File: src/rtl/arithmetic_unit_full_adder.sv
// One-bit full adder: the repeated cell of the ripple-carry chain in
// arithmetic_unit. Purely combinational.
module full_adder (
  input  logic a,
  input  logic b,
  input  logic cin,
  output logic s,
  output logic cout
);

  // Sum is the three-way parity; carry is the majority of the three inputs.
  assign s    = a ^ b ^ cin;
  assign cout = (a & b) | (a & cin) | (b & cin);

endmodule : full_adder

File: src/rtl/arithmetic_unit.sv
// Registered SIZE-bit add/subtract unit.
// A combinational ripple-carry chain computes {carry, sum} of operandA and
// either operandB (add) or ~operandB + 1 (subtract). The result is captured
// on every rising clock edge, so outputs show the operation whose inputs
// were present at the previous edge. In subtraction carryOut=1 means no
// borrow (operandA >= operandB, unsigned).
module arithmetic_unit #(
  parameter int SIZE = 4
) (
  input  logic            clk,
  input  logic            rst_n,
  input  logic [SIZE-1:0] operandA,
  input  logic [SIZE-1:0] operandB,
  input  logic            control,
  output logic [SIZE-1:0] result,
  output logic            carryOut
);

  // Encoding of the control input.
  localparam logic CTRL_ADD = 1'b0;
  localparam logic CTRL_SUB = 1'b1;

  logic            sub_en;
  logic [SIZE-1:0] b_eff;
  logic [SIZE:0]   carry;
  logic [SIZE-1:0] sum;

  logic [SIZE-1:0] result_d, result_q;
  logic            carry_out_d, carry_out_q;

  // Decode the operation select into the subtract enable.
  always_comb begin
    // NOTE: every signal assigned in always_comb gets a default first, so
    // no path through the block can leave it unassigned and infer a latch.
    sub_en = 1'b0;
    case (control)
      CTRL_ADD: sub_en = 1'b0;
      CTRL_SUB: sub_en = 1'b1;
      default:  sub_en = 1'b0;
    endcase
  end

  // Subtraction is A + ~B + 1: each B bit is XORed with the subtract enable
  // ahead of the chain, and the same enable is the chain's carry-in.
  assign b_eff    = operandB ^ {SIZE{sub_en}};
  assign carry[0] = sub_en;

  // Ripple-carry chain, LSB first; carry[SIZE] is the carry out of the MSB.
  for (genvar i = 0; i < SIZE; i++) begin : g_chain
    full_adder u_fa (
      .a    (operandA[i]),
      .b    (b_eff[i]),
      .cin  (carry[i]),
      .s    (sum[i]),
      .cout (carry[i+1])
    );
  end

  // Next-state of the output register is the chain output, unconditionally:
  // there is no handshake, every edge captures a new operation.
  always_comb begin
    result_d    = sum;
    carry_out_d = carry[SIZE];
  end

  // Output register with asynchronous clear; reset drops any pending result.
  always_ff @(posedge clk or negedge rst_n) begin
    // NOTE: sequential state uses non-blocking assignments so every flop
    // samples pre-edge values regardless of statement or block order.
    if (!rst_n) begin
      result_q    <= '0;
      carry_out_q <= 1'b0;
    end else begin
      result_q    <= result_d;
      carry_out_q <= carry_out_d;
    end
  end

  assign result   = result_q;
  assign carryOut = carry_out_q;

endmodule : arithmetic_unit

File: config.mk
export PLATFORM = sky130hd
export DESIGN_NAME = arithmetic_unit
export DESIGN_NICKNAME = d
export VERILOG_FILES = /design/src/rtl/arithmetic_unit_full_adder.sv /design/src/rtl/arithmetic_unit.sv
export SDC_FILE = /design/constraint.sdc
export NUM_CORES = 1
export LEC_CHECK = 0
export BUFFER_PORTS_ARGS = -buffer_cell sky130_fd_sc_hd__buf_2
export CORE_AREA = 2 2 39 41
export CTS_CLUSTER_SIZE = 40
export DETAILED_ROUTE_END_ITERATION = 7
export DIE_AREA = 0 0 41 43
export PLACE_DENSITY = 0.45
export SYNTH_ARGS = -nofsm -noshare
export SYNTH_HDL_FRONTEND = slang
export SYNTH_SLANG_ARGS = --single-unit
File: constraint.sdc
create_clock -name clk -period 0.8 [get_ports clk]
set_clock_uncertainty 0.15 [all_clocks]
set_input_delay 0.08 -clock clk [delete_from_list [all_inputs] [get_ports clk]]
set_output_delay 0.08 -clock clk [all_outputs]
set_load 0.005 [all_outputs]
Yosys cells after proc, flatten, opt, wreduce, memory -nomap -nowiden
Index checks and enable logic that the tools add are counted.
{"block": "totals", "register_bits": 5, "output_inout_bits": 5, "word_cells": 33}
{"block": "classes", "n_mux": 1, "bitwise_logic": 30}
{"op": "bitwise AND 1 bit", "count": 12}
{"op": "bitwise OR 1 bit", "count": 8}
{"op": "bitwise XOR 1 bit", "count": 8}
{"op": "bitwise XOR 4 bit", "count": 1}
{"op": "one-hot mux 1 bit (2 select lines)", "count": 1}
{"op": "inverter 1 bit", "count": 1}

Longest topological paths before layout
Gate-level depths: netlist (run 1).
{"block": "logic_depth", "word_depth": 15, "depth_mapped": 6, "depth_no_buf": 6}

Cells and area by module
Synthesis (run 1) repeated with hierarchy kept, for this count alone.
{"block": "hier_totals", "hier_cells": 13, "hier_area_um2": 240.2}
{"module": "arithmetic_unit", "n_inst": 1, "cells_each": 9, "area_each_um2": 160.2, "seq_area_each_um2": 125.1}
{"module": "full_adder", "n_inst": 4, "cells_each": 1, "area_each_um2": 20.0, "seq_area_each_um2": 0.0}

Worst setup path before layout (run 1)
Ideal clock, no wire load.
{"block": "synth_path", "path_type": "input to register", "start": "input operandB[0]", "end": "register result_q[3] (netlist: result[3])", "setup_ns": 0.136, "arrival_ns": 1.412, "setup_slack_ns": -0.897, "cell_stages": 6, "path_buffers": 0, "cell_sequence": "mux2_2 -> fa_1 -> inv_1 -> fa_1 -> inv_1 -> fa_1"}
{"block": "synth_via", "elab_chain_len": 11, "word_cells_on_any_way": 14, "classes_between": "bitwise (14)"}
{"element": "start, declared", "line_no": "arithmetic_unit.sv:13", "text": "input logic [SIZE-1:0] operandB,"}
{"element": "bitwise XOR 4 bit (*)", "line_no": "arithmetic_unit.sv:45", "text": "assign b_eff = operandB ^ {SIZE{sub_en}};"}
{"element": "bitwise AND 1 bit", "line_no": "arithmetic_unit_full_adder.sv:13", "text": "assign cout = (a & b) | (a & cin) | (b & cin);"}
{"element": "bitwise OR 1 bit", "line_no": "arithmetic_unit_full_adder.sv:13"}
{"element": "bitwise OR 1 bit (*)", "line_no": "arithmetic_unit_full_adder.sv:13"}
{"element": "bitwise AND 1 bit", "line_no": "arithmetic_unit_full_adder.sv:13"}
{"element": "bitwise OR 1 bit", "line_no": "arithmetic_unit_full_adder.sv:13"}
{"element": "bitwise OR 1 bit (*)", "line_no": "arithmetic_unit_full_adder.sv:13"}
{"element": "bitwise AND 1 bit", "line_no": "arithmetic_unit_full_adder.sv:13"}
{"element": "bitwise OR 1 bit", "line_no": "arithmetic_unit_full_adder.sv:13"}
{"element": "bitwise OR 1 bit (*)", "line_no": "arithmetic_unit_full_adder.sv:13"}
{"element": "bitwise XOR 1 bit (*)", "line_no": "arithmetic_unit_full_adder.sv:12", "text": "assign s = a ^ b ^ cin;"}
{"element": "named net g_chain[3].u_fa.s", "line_no": "arithmetic_unit_full_adder.sv:7", "text": "output logic s,"}
{"element": "end signal, assigned", "line_no": "arithmetic_unit.sv:74", "text": "result_q <= result_d;"}
{"element": "end, declared", "line_no": "arithmetic_unit.sv:28", "text": "logic [SIZE-1:0] result_d, result_q;"}
Mark *: on every way through the listed nets, which the timed path passes. The rest lies on a longest branch.

Worst setup path after layout (run 1)
Ends and elaborated chain as after synthesis.

==> out/summary.json, run 1 <==
{
  "area_used_by_sequential_logic_in_the_layout": {"value": 125.1, "unit": "um2"},
  "drt_iter0_drc": {"value": 0},
  "critical_path.max_stage_delay": {"value": 420, "unit": "ps"},
  "synth_top_area_share": {"value": 50.76, "unit": "%"},
  "slowest_cell_on_the_critical_path": {"value": "fa_1"},
  "number_of_library_cell_types_mapped_by_synthesis": {"value": 6},
  "worst_slew_pin_slew": {"value": 195.5, "unit": "ps"},
  "async_reset_ff_share": {"value": 100.0, "unit": "%"},
  "ctsLongestPathBuffers": {"value": 2},
  "min_path_type": {"value": "in2reg"},
  "initial_core_utilization": {"value": 17.81, "unit": "%"},
  "setup_crit_end_kind": {"value": "flip-flop"},
  "maxClockFrequency": {"value": 661.3, "unit": "MHz"},
  "synth.yosys.seq_area_share": {"value": 50.76, "unit": "%"},
  "drv_slew": {"value": 0},
  "worstSetupStartpointType": {"value": "input pin"},
  "maximum_number_of_pins_on_one_net_before_global_route_repair": {"value": 6},
  "wl_per_cell": {"value": 7.807, "unit": "um"},
  "slew_headroom": {"value": 86.87, "unit": "%"},
  "post_synth_mux_area_share": {"value": 4.569, "unit": "%"},
  "synth-xor-area-share": {"value": 14.21, "unit": "%"},
  "route.vias.total": {"value": 200},
  "period_minus_slack": {"value": 1512, "unit": "ps"},
  "track_usage": {"value": 6.389, "unit": "%"},
  "drtPass1Iterations": {"value": 1},
  "cts_tree": {"value": "done"},
  "synth.ff_latch_count": {"value": 5},
  "power.static_leakage": {"value": 0.2256, "unit": "nW"},
  "clockRootBuffer": {"value": "clkbuf_4"},
  "htreeDepth": {"value": 1},
  "final_cell_area": {"value": 434.2, "unit": "um2"},
  "synthesis.area_per_instance": {"value": 14.50, "unit": "um2"},
  "grt-ovfl-total": {"value": 0},
  "floorplan.die_area": {"value": 1763, "unit": "um2"},
  "detailed_place_hpwl": {"value": 409, "unit": "um"},
  "wirelength": {"value": 445, "unit": "um"},
  "proportion_of_layout_cells_with_a_drive_suffix_above_1": {"value": 63.41, "unit": "%"},
  "combinational_family_with_the_most_area_after_synthesis": {"value": "adder cells"},
  "mappedNetlistNets": {"value": 31},
  "failed_checks": {"value": "negative hold slack, negative setup slack"},
  "power.density": {"value": 1832, "unit": "nW/um2"},
  "fin_ws": {"value": -712.1, "unit": "ps"},
  "multi_input_area": {"value": 120.1, "unit": "um2"},
  "synth_compound_gate_area_share": {"value": 0, "unit": "%"},
  "antenna_found_initial": {"value": 0},
  "setup_repair_after_global_routing_missed_its_margin": {"value": "yes"},
  "synth-edff-count": {"value": 0},
  "setup_cp_type": {"value": "in2reg"},
  "post_synth_and_or_nand_nor_area_fraction": {"value": 0, "unit": "%"},
  "hold_ws": {"value": -25.85, "unit": "ps"},
  "worst-endpoint-required": {"value": 760, "unit": "ps"},
  "critical_path_arrival": {"value": 1470, "unit": "ps"},
  "fp.coreArea": {"value": 1384, "unit": "um2"},
  "worst-path-max-fanout": {"value": 2},
  "postPlaceCellArea": {"value": 370.4, "unit": "um2"},
  "clock_sinks": {"value": 5},
  "total_of_max_cap_violations": {"value": 0},
  "portBuffers": {"value": 15},
  "final_net_count": {"value": 56},
  "cp_common_cell": {"value": "fa_1"},
  "synth-warning-count": {"value": 0},
  "die_width": {"value": 41, "unit": "um"},
  "vias_per_cell": {"value": 3.509},
  "die_y": {"value": 43, "unit": "um"},
  "antenna-diode-count": {"value": 0},
  "outcome": {"value": "finished with violations"},
  "hold_viol": {"value": 3},
  "hold_path_end": {"value": "result[3]"},
  "cts-buffers-inserted": {"value": 3},
  "startpoint": {"value": "operandB[0]"},
  "grt_pass1_vias": {"value": 205},
  "yosysTopAreaCell": {"value": "dfrtp_1"},
  "setup_violations": {"value": 9},
  "netlist_top_cells_count": {"value": "dfrtp_1 (5), inv_1 (4), fa_1 (3), xor2_1 (3)"},
  "gp_routability_congestion": {"value": 0.5721},
  "io_pins": {"value": 16},
  "synthToLayoutAreaGrowth": {"value": 76.14, "unit": "%"},
  "post_synth_inst_count": {"value": 17},
  "grt_pass1_wl": {"value": 710, "unit": "um"},
  "worst_hold_startpoint": {"value": "operandA[3]"},
  "fillers": {"value": 159},
  "finalCritPeriodShare": {"value": 189.0, "unit": "%"},
  "clkSlewWorstSetupHoldPaths": {"value": 40, "unit": "ps"},
  "synth_fa_ha_area_share": {"value": 24.37, "unit": "%"},
  "ant_nets": {"value": 0},
  "vdd_drop_max": {"value": 413.1, "unit": "uV"},
  "placementRows": {"value": 14},
  "cell_types_occupying_the_most_area_after_synthesis": {"value": "dfrtp_1 (51%), fa_1 (24%), xor2_1 (11%), inv_1 (6.1%), mux2_2 (4.6%)"},
  "synth.cell_area": {"value": 246.5, "unit": "um2"},
  "ys.flop_type": {"value": "dfrtp_1"},
  "crit_path_cell_trace": {"value": "buf_6 > mux2_4 > fa_2 > inv_2 > fa_1 > inv_1 > fa_1"},
  "post-synth-top-count-cell": {"value": "dfrtp_1"},
  "hold_path_depth": {"value": 2},
  "drc_errors": {"value": 0},
  "hold_buffers": {"value": 1}
}
final cells by class:
type	count	share of cell area, %
inverters	4	3.458
multi-input cells	8	27.67
well taps	16	4.611
repair buffers	20	29.39
flip-flops and latches	5	28.82
clock buffers	4	6.052
worst max-delay path: cells and delay by family:
family                   cells  cell delay, ps
multiplexers                 1             290
adder cells (fa/ha/maj)      3             900
buffers and inverters        3             200
what timing repair did:
item	in CTS	in global routing
endpoints found under the hold margin	8	2
resized for setup	4	0
endpoints found under the setup margin	9	9
buffers inserted	1	0
cloned	0	0
sequential cells by signal, indices dropped and copies added (netlist names):
signal,count
carryOut,1
result,4
worst max path at each step:
stage,endpoint,depth (start not counted)
after floorplan,result[3],6
after global placement,result[3],7
after detailed placement,result[3],7
after CTS,result[3],7
after global routing,result[3],7
final,result[3],7
cells in the final DEF, fill, tap and decap left out:
cell type | synthesis | layout
fa_2 | 0 | 1
buf_6 | 0 | 2
buf_2 | 0 | 13
fa_1 | 3 | 2
xor2_1 | 3 | 2
dlygate4sd3_1 | 0 | 1
dfrtp_1 | 5 | 5
xor2_2 | 0 | 1
inv_2 | 0 | 1
buf_4 | 0 | 4
xnor2_1 | 1 | 1
mux2_4 | 0 | 1
clkbuf_4 | 0 | 3
inv_1 | 4 | 3
clkbuf_1 | 0 | 1
metal layers:
layer  GRT usage (%)  share of wire, %  vias to the layer above
met1           6.312                35                       91
met3           1.571                17                        0
met4           8.000                 0                        0
met5               0                 0                        -
met2           9.063                48                       15
li1                -                 -                       94
through the flow:
stage	setup slack (ps)	cells	TNS, ps	power (mW)	utilization [%]
finish	-712.1	57	-2676	0.7956	31.37
global route	-760.6	57	-2957	0.8556	31.37
CTS	-712.4	57	-2724	0.8177	31.37
detailed placement	-1017	51	-3131	0.5099	26.76
global placement	-984.9	51	-3066	0.4997	26.76
floorplan	-828.2	17	-2465	0.3948	-
cells by family (layout without fill, tap and decap cells):
logic type / count (synthesis) / after routing
muxes: 1 / 1
xor gates and xnor gates: 4 / 4
buffers and inverters: 4 / 28
adders and majority gates: 3 / 3
DFF: 5 / 5
power by group:
group	internal [mW]	switching (mW)	total, mW
clock	0.188	0.0917	0.280
combinational	0.113	0.0861	0.199
sequential	0.305	0.0120	0.317
total	0.606	0.190	0.796
No activity file was read; power rests on OpenSTA's default activity.
==> inputs of run 2 (changes only) <==
==> constraint.sdc (replaced) <==
create_clock -name clk -period 0.8 [get_ports clk]
set_clock_uncertainty 0.15 [all_clocks]
set_input_delay 0.08 -clock clk [delete_from_list [all_inputs] [get_ports clk]]
set_output_delay 0.08 -clock clk [all_outputs]
set_load 0.05 [all_outputs]
==> out/summary.json, run 2 (synthesis results as in run 1) <==
{
  "p_total": {"value": 1.069, "unit": "mW", "change": "was 0.7956 mW"},
  "min_path_type": {"value": "in2reg", "change": "unchanged"},
  "largest_register_ff_count": {"value": 4, "change": "unchanged"},
  "maximum_number_of_pins_on_one_net_before_global_route_repair": {"value": 6, "change": "unchanged"},
  "slew_headroom": {"value": 87.39, "unit": "%", "change": "was 86.87%"},
  "placementRows": {"value": 14, "change": "unchanged"},
  "worst_slew_pin_slew": {"value": 187.9, "unit": "ps", "change": "was 195.5 ps"},
  "drtPass1Iterations": {"value": 1, "change": "unchanged"},
  "die_y": {"value": 43, "unit": "um", "change": "unchanged"},
  "grt_pass1_vias": {"value": 191, "change": "was 205"},
  "crit_path_cell_trace": {"value": "buf_6 > mux2_4 > fa_2 > inv_2 > fa_1 > inv_1 > fa_1", "change": "unchanged"},
  "layout.cells.non_filler": {"value": 57, "change": "unchanged"},
  "finalCritPeriodShare": {"value": 190.5, "unit": "%", "change": "was 189.0%"},
  "p_switching": {"value": 0.3880, "unit": "mW", "change": "was 0.1899 mW"},
  "final.setup.tns": {"value": -3053, "unit": "ps", "change": "was -2676 ps"},
  "fin_ws": {"value": -724.1, "unit": "ps", "change": "was -712.1 ps"},
  "route.vias.total": {"value": 204, "change": "was 200"},
  "final_common_cell": {"value": "buf_2", "change": "unchanged"},
  "period_minus_slack": {"value": 1524, "unit": "ps", "change": "was 1512 ps"},
  "cpLargestDelayFamily": {"value": "adder cells", "change": "unchanged"},
  "hold_buffers": {"value": 1, "change": "unchanged"},
  "critical_path.n_buffers_inverters": {"value": 3, "change": "unchanged"},
  "initial_core_utilization": {"value": 17.81, "unit": "%", "change": "unchanged"},
  "critical_path_arrival": {"value": 1480, "unit": "ps", "change": "was 1470 ps"},
  "wl_per_cell": {"value": 7.842, "unit": "um", "change": "was 7.807 um"},
  "floorplan.die_area": {"value": 1763, "unit": "um2", "change": "unchanged"},
  "final_net_count": {"value": 56, "change": "unchanged"},
  "clkSlewWorstSetupHoldPaths": {"value": 40, "unit": "ps", "change": "about the same"},
  "p_clk_share": {"value": 26.3, "unit": "%", "change": "was 35.1%"},
  "setup_cp_type": {"value": "in2reg", "change": "unchanged"},
  "preCtsSetupSlack": {"value": -1035, "unit": "ps", "change": "was -1017 ps"},
  "setup_violations": {"value": 9, "change": "unchanged"},
  "antenna_found_initial": {"value": 0, "change": "unchanged"},
  "cp_common_cell": {"value": "fa_1", "change": "unchanged"},
  "die_width": {"value": 41, "unit": "um", "change": "unchanged"},
  "commonest_non_fill_non_tap_cells_in_the_layout": {"value": "buf_2 (8), buf_6 (7), dfrtp_2 (4), buf_4 (4)", "change": "was buf_2 (13), dfrtp_1 (5), buf_4 (4)"},
  "power.static_leakage": {"value": 0.2322, "unit": "nW", "change": "was 0.2256 nW"},
  "internal_power": {"value": 0.6813, "unit": "mW", "change": "was 0.6057 mW"},
  "maxClockFrequency": {"value": 656.1, "unit": "MHz", "change": "was 661.3 MHz"},
  "synthToLayoutAreaGrowth": {"value": 90.86, "unit": "%", "change": "was 76.14%"},
  "io_pins": {"value": 16, "change": "unchanged"},
  "critical_path.max_stage_delay": {"value": 420, "unit": "ps", "change": "about the same"},
  "clock_sinks": {"value": 5, "change": "unchanged"},
  "clockRootBuffer": {"value": "clkbuf_4", "change": "unchanged"},
  "wirelength": {"value": 447, "unit": "um", "change": "was 445 um"},
  "outcome": {"value": "finished with violations", "change": "unchanged"},
  "worst-path-max-fanout": {"value": 2, "change": "unchanged"},
  "portBuffers": {"value": 15, "change": "unchanged"},
  "fp.coreArea": {"value": 1384, "unit": "um2", "change": "unchanged"},
  "ant_nets": {"value": 0, "change": "unchanged"},
  "worst-endpoint-required": {"value": 760, "unit": "ps", "change": "about the same"},
  "proportion_of_layout_cells_with_a_drive_suffix_above_1": {"value": 73.17, "unit": "%", "change": "was 63.41%"},
  "vdd_drop_max": {"value": 528.0, "unit": "uV", "change": "was 413.1 uV"},
  "antenna-diode-count": {"value": 0, "change": "unchanged"},
  "cts_tree": {"value": "done", "change": "unchanged"},
  "comb_power_share": {"value": 42.3, "unit": "%", "change": "was 25.0%"},
  "drt_iter0_drc": {"value": 0, "change": "unchanged"},
  "total_of_max_cap_violations": {"value": 0, "change": "unchanged"},
  "setup_repair_after_global_routing_missed_its_margin": {"value": "yes", "change": "unchanged"},
  "power.density": {"value": 2273, "unit": "nW/um2", "change": "was 1832 nW/um2"},
  "worstSetupStartpointType": {"value": "input pin", "change": "unchanged"},
  "post-place-cells": {"value": 51, "change": "unchanged"},
  "hold_viol": {"value": 3, "change": "unchanged"},
  "cts-buffers-inserted": {"value": 3, "change": "unchanged"},
  "seq_power_share": {"value": 31.4, "unit": "%", "change": "was 39.9%"},
  "setup_crit_end_kind": {"value": "flip-flop", "change": "unchanged"},
  "track_usage": {"value": 6.180, "unit": "%", "change": "was 6.389%"},
  "vias_per_cell": {"value": 3.579, "change": "was 3.509"},
  "slowest_cell_on_the_critical_path": {"value": "fa_1", "change": "unchanged"},
  "grt_pass1_wl": {"value": 683, "unit": "um", "change": "was 710 um"},
  "failed_checks": {"value": "negative hold slack, negative setup slack", "change": "unchanged"},
  "p_sw_share": {"value": 36.29, "unit": "%", "change": "was 23.87%"},
  "fillers": {"value": 150, "change": "was 159"},
  "hold_ws": {"value": -22.80, "unit": "ps", "change": "was -25.85 ps"},
  "drv_slew": {"value": 0, "change": "unchanged"},
  "ctsLongestPathBuffers": {"value": 2, "change": "unchanged"},
  "htreeDepth": {"value": 1, "change": "unchanged"},
  "grt-ovfl-total": {"value": 0, "change": "unchanged"},
  "gp_routability_congestion": {"value": 0.6195, "change": "was 0.5721"},
  "drc_errors": {"value": 0, "change": "unchanged"}
}
==> run 2: final timing paths <==
kind                             start        end  slack [ps]  depth (start not counted)
worst min-delay path       operandA[3]  result[3]         -20                          2
min in group asynchronous        rst_n  result[3]          40                          2
worst max-delay path       operandB[0]  result[3]        -720                          7
max in group asynchronous        rst_n  result[0]         330                          2
==> run 2: power groups by stage <==
stage,Clock (mW),Sequential [mW],Combinational (mW)
final,0.281,0.336,0.453
after global routing,0.311,0.337,0.487
after CTS,0.295,0.336,0.456
after detailed placement,0,0.326,0.380
after global placement,0,0.323,0.370
after floorplan,0,0.521,0.0647
==> run 2: stage by stage <==
step | instance area [um2] | utilization (%)
final | 470.5 | 34.00
after global routing | 470.5 | 34.00
after CTS | 462.9 | 33.45
after detailed placement | 375.4 | 27.12
after global placement | 375.4 | 27.12
after floorplan | 257.7 | -
==> run 2: final cells by class <==
class	instances	area, um2	share of cell area (%)
well taps	16	20.02	4.255
flip-flops and latches	5	130.1	27.66
multi-input cells	8	120.1	25.53
inverters	4	15.01	3.191
clock buffers	4	26.28	5.585
repair buffers	20	158.9	33.78
==> run 2: layer usage <==
layer	vias up	global-route usage (%)	wire length [um]
met5	-	0	0
met1	95	5.629	156
met4	0	8.000	0
met3	0	1.571	61
li1	94	-	-
met2	15	9.063	229
==> run 2: timing repair <==
action                                  CTS  global route
setup buffers                             0             1
gates resized for setup                  14             0
endpoints found under the setup margin    9             9
hold endpoints to repair                  8             2
